==> config.mk <==
export PLATFORM = sky130hd
export DESIGN_NAME = cond_select_reg
export DESIGN_NICKNAME = d
export VERILOG_FILES = /design/src/rtl/cond_select_reg.sv
export SDC_FILE = /design/constraint.sdc
export NUM_CORES = 1
export LEC_CHECK = 0
export CAP_MARGIN = 20
export CORE_UTILIZATION = 30
export CTS_CLUSTER_DIAMETER = 80
export DETAILED_ROUTE_END_ITERATION = 12
export GPL_TIMING_DRIVEN = 0
export PLACE_DENSITY = 0.54
export SLEW_MARGIN = 20
export SYNTH_ARGS = -nofsm -noshare
export SYNTH_HDL_FRONTEND = slang
export SYNTH_SLANG_ARGS = --single-unit
export TNS_END_PERCENT = 1
==> constraint.sdc <==
create_clock -name clk -period 1.12 [get_ports clk]
set_clock_uncertainty 0.1 [all_clocks]
set_input_delay 0.112 -clock clk [delete_from_list [all_inputs] [get_ports clk]]
set_output_delay 0.112 -clock clk [all_outputs]
set_load 0.01 [all_outputs]
==> src/rtl/cond_select_reg.sv <==
// Registered decision unit: priority, table lookup or parity per accepted input.
// PRIO holds the previous result and counts consecutive holds with a saturating counter.
module cond_select_reg #(
    parameter int                      W           = 2,
    parameter int                      SEL_W       = 2,
    parameter int                      ENTRIES     = 3,
    parameter logic [2**SEL_W-1:0]     TABLE       = 4'b0010,
    parameter logic                    DEFAULT_VAL = 1'b0,
    parameter int                      HOLD_LIMIT  = 4,
    parameter int                      CNT_W       = 4
) (
    input  logic             clk,
    input  logic             rst,
    input  logic             in_valid,
    input  logic [W-1:0]     a,
    input  logic [W-1:0]     b,
    input  logic [1:0]       mode,
    output logic             out,
    output logic             out_valid,
    output logic             miss,
    output logic [CNT_W-1:0] hold_cnt,
    output logic             stale
);

    typedef enum logic {
        S_IDLE   = 1'b0,
        S_RESULT = 1'b1
    } state_t;

    localparam logic [CNT_W-1:0] HOLD_MAX = '1;
    localparam logic [CNT_W-1:0] HOLD_LIM = CNT_W'(HOLD_LIMIT);

    state_t r_state;
    state_t w_state_n;

    logic             r_out;
    logic             r_miss;
    logic [CNT_W-1:0] r_hold;
    logic             r_stale;

    logic             w_accept;
    logic [SEL_W-1:0] w_idx;
    logic             w_hit;
    logic             w_out_n;
    logic             w_miss_n;
    logic [CNT_W-1:0] w_hold_n;
    logic             w_stale_n;

    assign w_accept = in_valid & ~rst;

    // FSM: state register
    always_ff @(posedge clk) begin
        if (rst) begin
            r_state <= S_IDLE;
        end else begin
            r_state <= w_state_n;
        end
    end

    // FSM: next state
    always_comb begin
        w_state_n = S_IDLE;
        case (r_state)
            S_IDLE:   w_state_n = w_accept ? S_RESULT : S_IDLE;
            S_RESULT: w_state_n = w_accept ? S_RESULT : S_IDLE;
            default:  w_state_n = S_IDLE;
        endcase
    end

    // FSM: outputs
    always_comb begin
        out_valid = 1'b0;
        case (r_state)
            S_RESULT: out_valid = 1'b1;
            default:  out_valid = 1'b0;
        endcase
    end

    assign w_idx = (mode == 2'd2) ? b[SEL_W-1:0] : a[SEL_W-1:0];
    assign w_hit = 32'(w_idx) < ENTRIES;

    always_comb begin
        w_out_n  = r_out;
        w_miss_n = 1'b0;
        w_hold_n = '0;
        case (mode)
            2'd0: begin
                if (a[0] & b[0]) begin
                    w_out_n = 1'b1;
                end else if (|(a[W-1:1] | b[W-1:1])) begin
                    w_out_n = 1'b0;
                end else begin
                    w_out_n  = r_out;
                    w_hold_n = (r_hold == HOLD_MAX) ? HOLD_MAX
                                                    : r_hold + CNT_W'(1);
                end
            end
            2'd1, 2'd2: begin
                if (w_hit) begin
                    w_out_n  = TABLE[w_idx];
                    w_miss_n = 1'b0;
                end else begin
                    w_out_n  = DEFAULT_VAL;
                    w_miss_n = 1'b1;
                end
            end
            2'd3: begin
                w_out_n = ^(a ^ b);
            end
            default: begin
                w_out_n = r_out;
            end
        endcase
        w_stale_n = (w_hold_n >= HOLD_LIM);
    end

    always_ff @(posedge clk) begin
        if (rst) begin
            r_out   <= 1'b0;
            r_miss  <= 1'b0;
            r_hold  <= '0;
            r_stale <= 1'b0;
        end else if (in_valid) begin
            r_out   <= w_out_n;
            r_miss  <= w_miss_n;
            r_hold  <= w_hold_n;
            r_stale <= w_stale_n;
        end
    end

    assign out      = r_out;
    assign miss     = r_miss;
    assign hold_cnt = r_hold;
    assign stale    = r_stale;

endmodule
; Yosys cells after proc, flatten, opt, wreduce, memory -nomap -nowiden
; Cells that the tools add are included.
; Widths: inputs -> output; s select.
[totals]
regBits = 8
input_bits = 9
output_inout_bits = 8
wordCells = 38
[op_classes]
addsub = 1
order_cmp = 3
eq_ne = 5
n_mux = 15
bitwise_logic = 5
n_reduce_logical = 4
[ops]
columns = operator, count
row1 = $mux 4, 4
row2 = $mux 1, 8
row3 = $add 4x1->4 const B, 1
row4 = $eq 2x2->1 const B, 2
row5 = $eq 4x4->1 const B, 1
row6 = $ge 4x3->1 const B, 1
row7 = $lt 2x3->1 const B, 1
row8 = $ne 3x3->1 const B, 1
row9 = $pmux 1 s3, 1
row10 = $and 1x1->1, 2
row11 = $bmux 1 s2, 1
row12 = $eq 2x1->1 const B, 1
row13 = $logic_not 2->1, 1
row14 = $lt 2x2->1 const B, 1
row15 = $mux 2, 1
row16 = $reduce_and 2->1, 1
row17 = $reduce_or 2->1, 1
row18 = $reduce_xor 2->1, 1
row19 = $xor 2x2->2, 1
row20 = $not 1->1, 1
row21 = $or 1x1->1, 1

; Depth between registers and ports, before layout
[depth]
depth_word = 6
ltp_mapped = 6
depth_no_buf = 5

; Worst setup path after synthesis
; Ideal clock, no wire load.
[synth_path]
path_kind = reg2reg
start = register r_hold[0] (netlist: hold_cnt[0])
end = register r_stale (netlist: stale)
setup_time_ns = 0.130
arrival_ns = 1.005
required_ns = 0.890
slack_ns = -0.114
path_stages_with_launch = 5
synth_period_minus_slack_ns = 1.234
path_cell_list = dfxtp_1 ha_1 or2_2 o21ai_0 a211oi_1
[synth_between]
elab_chain_cells = 6
[synth_rtl]
columns = item, line_no
row1 = start: declaration, 38  ; logic [CNT_W-1:0] r_hold;
row2 = start signal: assignment, 126  ; r_hold <= w_hold_n;
row3 = $add 4x1->4 / $eq 4x4->1 (equally long branches), "95, 94"
row4 = $mux 4 (*), 94  ; w_hold_n = (r_hold == HOLD_MAX) ? HOLD_MAX
row5 = $mux 4 (*), 90  ; end else if (|(a[W-1:1] | b[W-1:1])) begin
row6 = $mux 4 (*), 88  ; if (a[0] & b[0]) begin
row7 = $mux 4 (*), 86  ; case (mode)
row8 = $ge 4x3->1 (*), 114  ; w_stale_n = (w_hold_n >= HOLD_LIM);
row9 = end signal: assignment, 127  ; r_stale <= w_stale_n;
row10 = end: declaration, 39  ; logic r_stale;
; Mark *: on every way between the ends. The rest lies on a longest branch, timed or not.
; A chain may end at the register's enable or synchronous reset.

; Final worst setup path
[layout_path]
start = register r_hold[1] (netlist: hold_cnt[1])
end = register r_hold[1] (netlist: hold_cnt[1])
[layout_between]
elab_chain_cells = 5
[layout_rtl]
columns = item, line_no
row1 = $add 4x1->4 / $eq 4x4->1 (equally long branches), "95, 94"
row2 = $mux 4 (*), 94
row3 = $mux 4 (*), 90
row4 = $mux 4 (*), 88
row5 = $mux 4 (*), 86
; Marks and branches as above.

==> flow_metrics.py <==
metrics = {
    "status": {
        "status": "finished with violations",
        "violations": "setup timing",
    },
    "drt": {
        "drc_errors": 0,
        "routed_wirelength_mm": 1.21,
        "vias": 527,
        "firstDrtPassIters": 7,
        "ant_nets": 0,
        "drtIter0Drc": 7,
        "via_per_inst": 5.38,
        "avgRoutedWirePerCell_microns": 12.3,
    },
    "logic_synthesis": {
        "synthCells": 63,
        "yosys_warnings": 0,
        "yosysTopAreaCellShare_pct": 30.3,
        "yosysTopAreaCell": "dfxtp_1",
        "ys_types": 26,
        "async_reset_ff_share_pct": 0,
        "synth_seq_cells": 8,
        "syn_area_per_cell_sq_um": 8.38,
        "yosysSeqAreaShare_pct": 30.3,
        "synthTopCellsByArea": "dfxtp_1 30%, ha_1 14%, nand2b_1 5.9%, a21oi_1 4.7%, a211oi_1 4.3%",
        "synth_edf_count": 0,
        "syn_area_sq_um": 528,
        "synth_most_common_cell": "dfxtp_1",
        "synthFlopType": "dfxtp_1",
        "syn_nets": 78,
        "yosys-top-cells-count": "8 x dfxtp_1, 6 x ha_1, 6 x inv_1",
    },
    "power": {
        "p_sw_uw": 168,
        "p_comb_share_pct": 17.1,
        "p_leak_uw": 0.000343,
        "p_clk_share_pct": 38.4,
        "powerDensity_mw_per_mm2": 832,
        "swShare_pct": 25.9,
        "ir_drop_mv": 0.730,
        "internal-power_uw": 481,
        "total_power_uw": 649,
        "power_frac_seq_pct": 44.6,
    },
    "layout": {
        "antenna_cells": 0,
        "multi_input_area_sq_um": 384,
        "fill_cells": 159,
        "fin_util_pct": 49.4,
        "final_nets": 98,
        "regArea_sq_um": 170,
        "area_growth_pct": 47.6,
        "drive_gt1_share_pct": 34.1,
        "final_area_sq_um": 779,
    },
    "sta": {
        "rsz0062_at_grt": "yes",
        "slew_headroom_pct": 73.6,
        "tightest_slew_ns": 0.396,
        "clock.fmax_ghz": 0.859,
        "hold_viol_final": 0,
        "maxSlewViolCount": 0,
        "finalSetupViolCount": 3,
        "setup_slack_ns": -0.0445,
        "fin_crit_ns": 1.16,
        "finalCritPeriodShare_pct": 104,
    },
    "setup_path": {
        "cp.required_ns": 1.15,
        "worst-r2r-cell-count": 4,
        "path_cells": "ha_4 > and3_4 > o21ai_2 > a21oi_1",
        "slowest_delay_ns": 0.36,
        "r2r_slack_ns": -0.04,
        "worst_path_max_delay_cell": "dfxtp_4",
        "crit_cells": 4,
        "crit_family": "flip-flops",
        "cp_max_fo": 5,
        "cp-start-kind": "flop",
        "crit_type": "reg2reg",
        "critPathBufInv": 0,
        "arrival_ns": 1.20,
        "critPathCaptureType": "flop",
    },
    "placed_design": {
        "dpl_cell_area_sq_um": 708,
        "gp_congestion": 0.719,
        "dpl.hpwl_microns": 804,
        "post-place-ws_ns": -0.577,
        "io_buffers": 14,
    },
    "clocking": {
        "cts_tree": "done",
        "ctsLongestPathBuffers": 2,
        "clockRootBuffer": "clkbuf_4",
        "cts_buffers": 3,
        "cts.clk_slew.worst_paths_ns": 0.06,
        "clock_latency_ns": 0.26,
        "cts_hold_buf": 0,
        "htreeDepth": 1,
        "clkSinkCount": 8,
    },
    "floorplan": {
        "coreArea_sq_mm": 0.00158,
        "dieArea_sq_mm": 0.00193,
        "boundaryPins": 17,
        "initial_core_util_pct": 33.5,
        "die_h_microns": 44.0,
        "die-width_microns": 44.0,
        "std_cell_rows": 14,
    },
    "grt": {
        "antenna_found_initial": 0,
        "grt_max_degree": 11,
        "grt_pass1_vias": 409,
        "grt_usage_pct": 12.5,
        "grt-ovfl-total": 0,
        "grt_pass1_wl_mm": 1.71,
    },
    "hold_path": {
        "hold_path.class": "in2reg",
        "whs_path_depth": 2,
    },
    "flow_run": {
        "maxCapViolations": 0,
    },
}
[per-layer routing]
layer | global-route usage (%) | routed length, microns | vias up
li1 | - | - | 260
met1 | 17.9 | 576 | 238
met2 | 14.9 | 528 | 27
met3 | 6.67 | 89 | 2
met4 | 5.45 | 12 | 0
met5 | 0 | 0 | -
[power groups by stage]
stage | Sequential, uW | Clock (uW) | Combinational [uW]
final | 289 | 249 | 111
after global routing | 290 | 272 | 125
after detailed placement | 298 | 0 | 107
after CTS | 292 | 252 | 104
after global placement | 298 | 0 | 108
after floorplan | 302 | 0 | 53.9
[per-stage QoR]
step	std cells	TNS [ns]	hold WS, ns
2_1_floorplan	63	-0.000477	0.244
6_report	98	-0.0612	0.0136
4_1_cts	97	-1.43	0.0137
3_5_place_dp	93	-3.75	0.291
3_3_place_gp	93	-3.72	0.296
5_1_grt	98	-0.265	0.0180
[logic make-up (layout without fill, tap and decap cells)]
family	after synthesis	count (layout)	share of synthesized area, %
flops	8	8	30.3
simple gates	21	21	24.9
fa+ha+maj	6	6	14.2
compound gates	18	18	21.1
xor+xnor	1	1	1.66
buf+inv	9	28	7.82
[layout by cell type (no fill, tap or decap)]
| cell type | netlist | final |
|---|---|---|
| and3_1 | 2 | 1 |
| dfxtp_1 | 8 | 4 |
| clkbuf_1 | 1 | 2 |
| dfxtp_2 | 0 | 2 |
| and3b_1 | 2 | 2 |
| xor2_1 | 1 | 1 |
| inv_1 | 6 | 4 |
| nand2b_1 | 5 | 5 |
| ha_1 | 6 | 1 |
| clkbuf_2 | 0 | 4 |
| a21oi_1 | 5 | 5 |
| dfxtp_4 | 0 | 2 |
| nor2_1 | 2 | 2 |
| clkbuf_4 | 0 | 3 |
| o211ai_1 | 2 | 2 |
| nand2_1 | 2 | 2 |
| clkdlybuf4s15_2 | 0 | 1 |
| a31oi_1 | 1 | 1 |
| buf_4 | 2 | 2 |
| and2_1 | 1 | 1 |
| ha_2 | 0 | 3 |
| a211o_1 | 1 | 1 |
| nand3b_1 | 1 | 1 |
| inv_2 | 0 | 2 |
| nand3_1 | 1 | 1 |
| nor3b_1 | 1 | 1 |
| a211oi_1 | 3 | 3 |
| o2111ai_2 | 0 | 1 |
| dlymetal6s2s_1 | 0 | 4 |
| o21ai_2 | 0 | 3 |
| ha_4 | 0 | 2 |
| clkdlybuf4s15_1 | 0 | 1 |
| o21ai_1 | 4 | 2 |
| and3_4 | 0 | 1 |
| dlygate4sd2_1 | 0 | 4 |
| and4b_1 | 1 | 1 |
| nor2b_1 | 2 | 2 |
| or2_4 | 0 | 1 |
| buf_6 | 0 | 1 |
[layout make-up]
class,count,share of cell area (%)
Tap cell,16,2.57
Multi-Input combinational cell,46,49.3
Clock buffer,4,3.37
Inverter,6,2.89
Timing Repair Buffer,15,17.2
Buffer,3,2.89
Sequential cell,8,21.8
[worst paths after layout]
check	startpoint	end
setup / recovery	hold_cnt[1]$_SDFFE_PP0P_	hold_cnt[1]$_SDFFE_PP0P_
setup reg to reg	hold_cnt[1]$_SDFFE_PP0P_	hold_cnt[1]$_SDFFE_PP0P_
hold / removal	in_valid	hold_cnt[2]$_SDFFE_PP0P_
hold reg to reg	miss$_SDFFE_PP0P_	miss$_SDFFE_PP0P_
[sequential cells by signal, summed over array words and instances, names as in the netlist]
signal	count
r_state	1
hold_cnt	4
miss	1
out	1
stale	1
[timing repair]
action | in CTS | in global routing
resized for setup | 18 | 23
buffers inserted | 0 | 1
pin swaps | 2 | 4
endpoints found under the setup margin | 15 | 11
endpoints found under the hold margin | 0 | 0
Note: power is estimated with default switching activity, not from simulation.
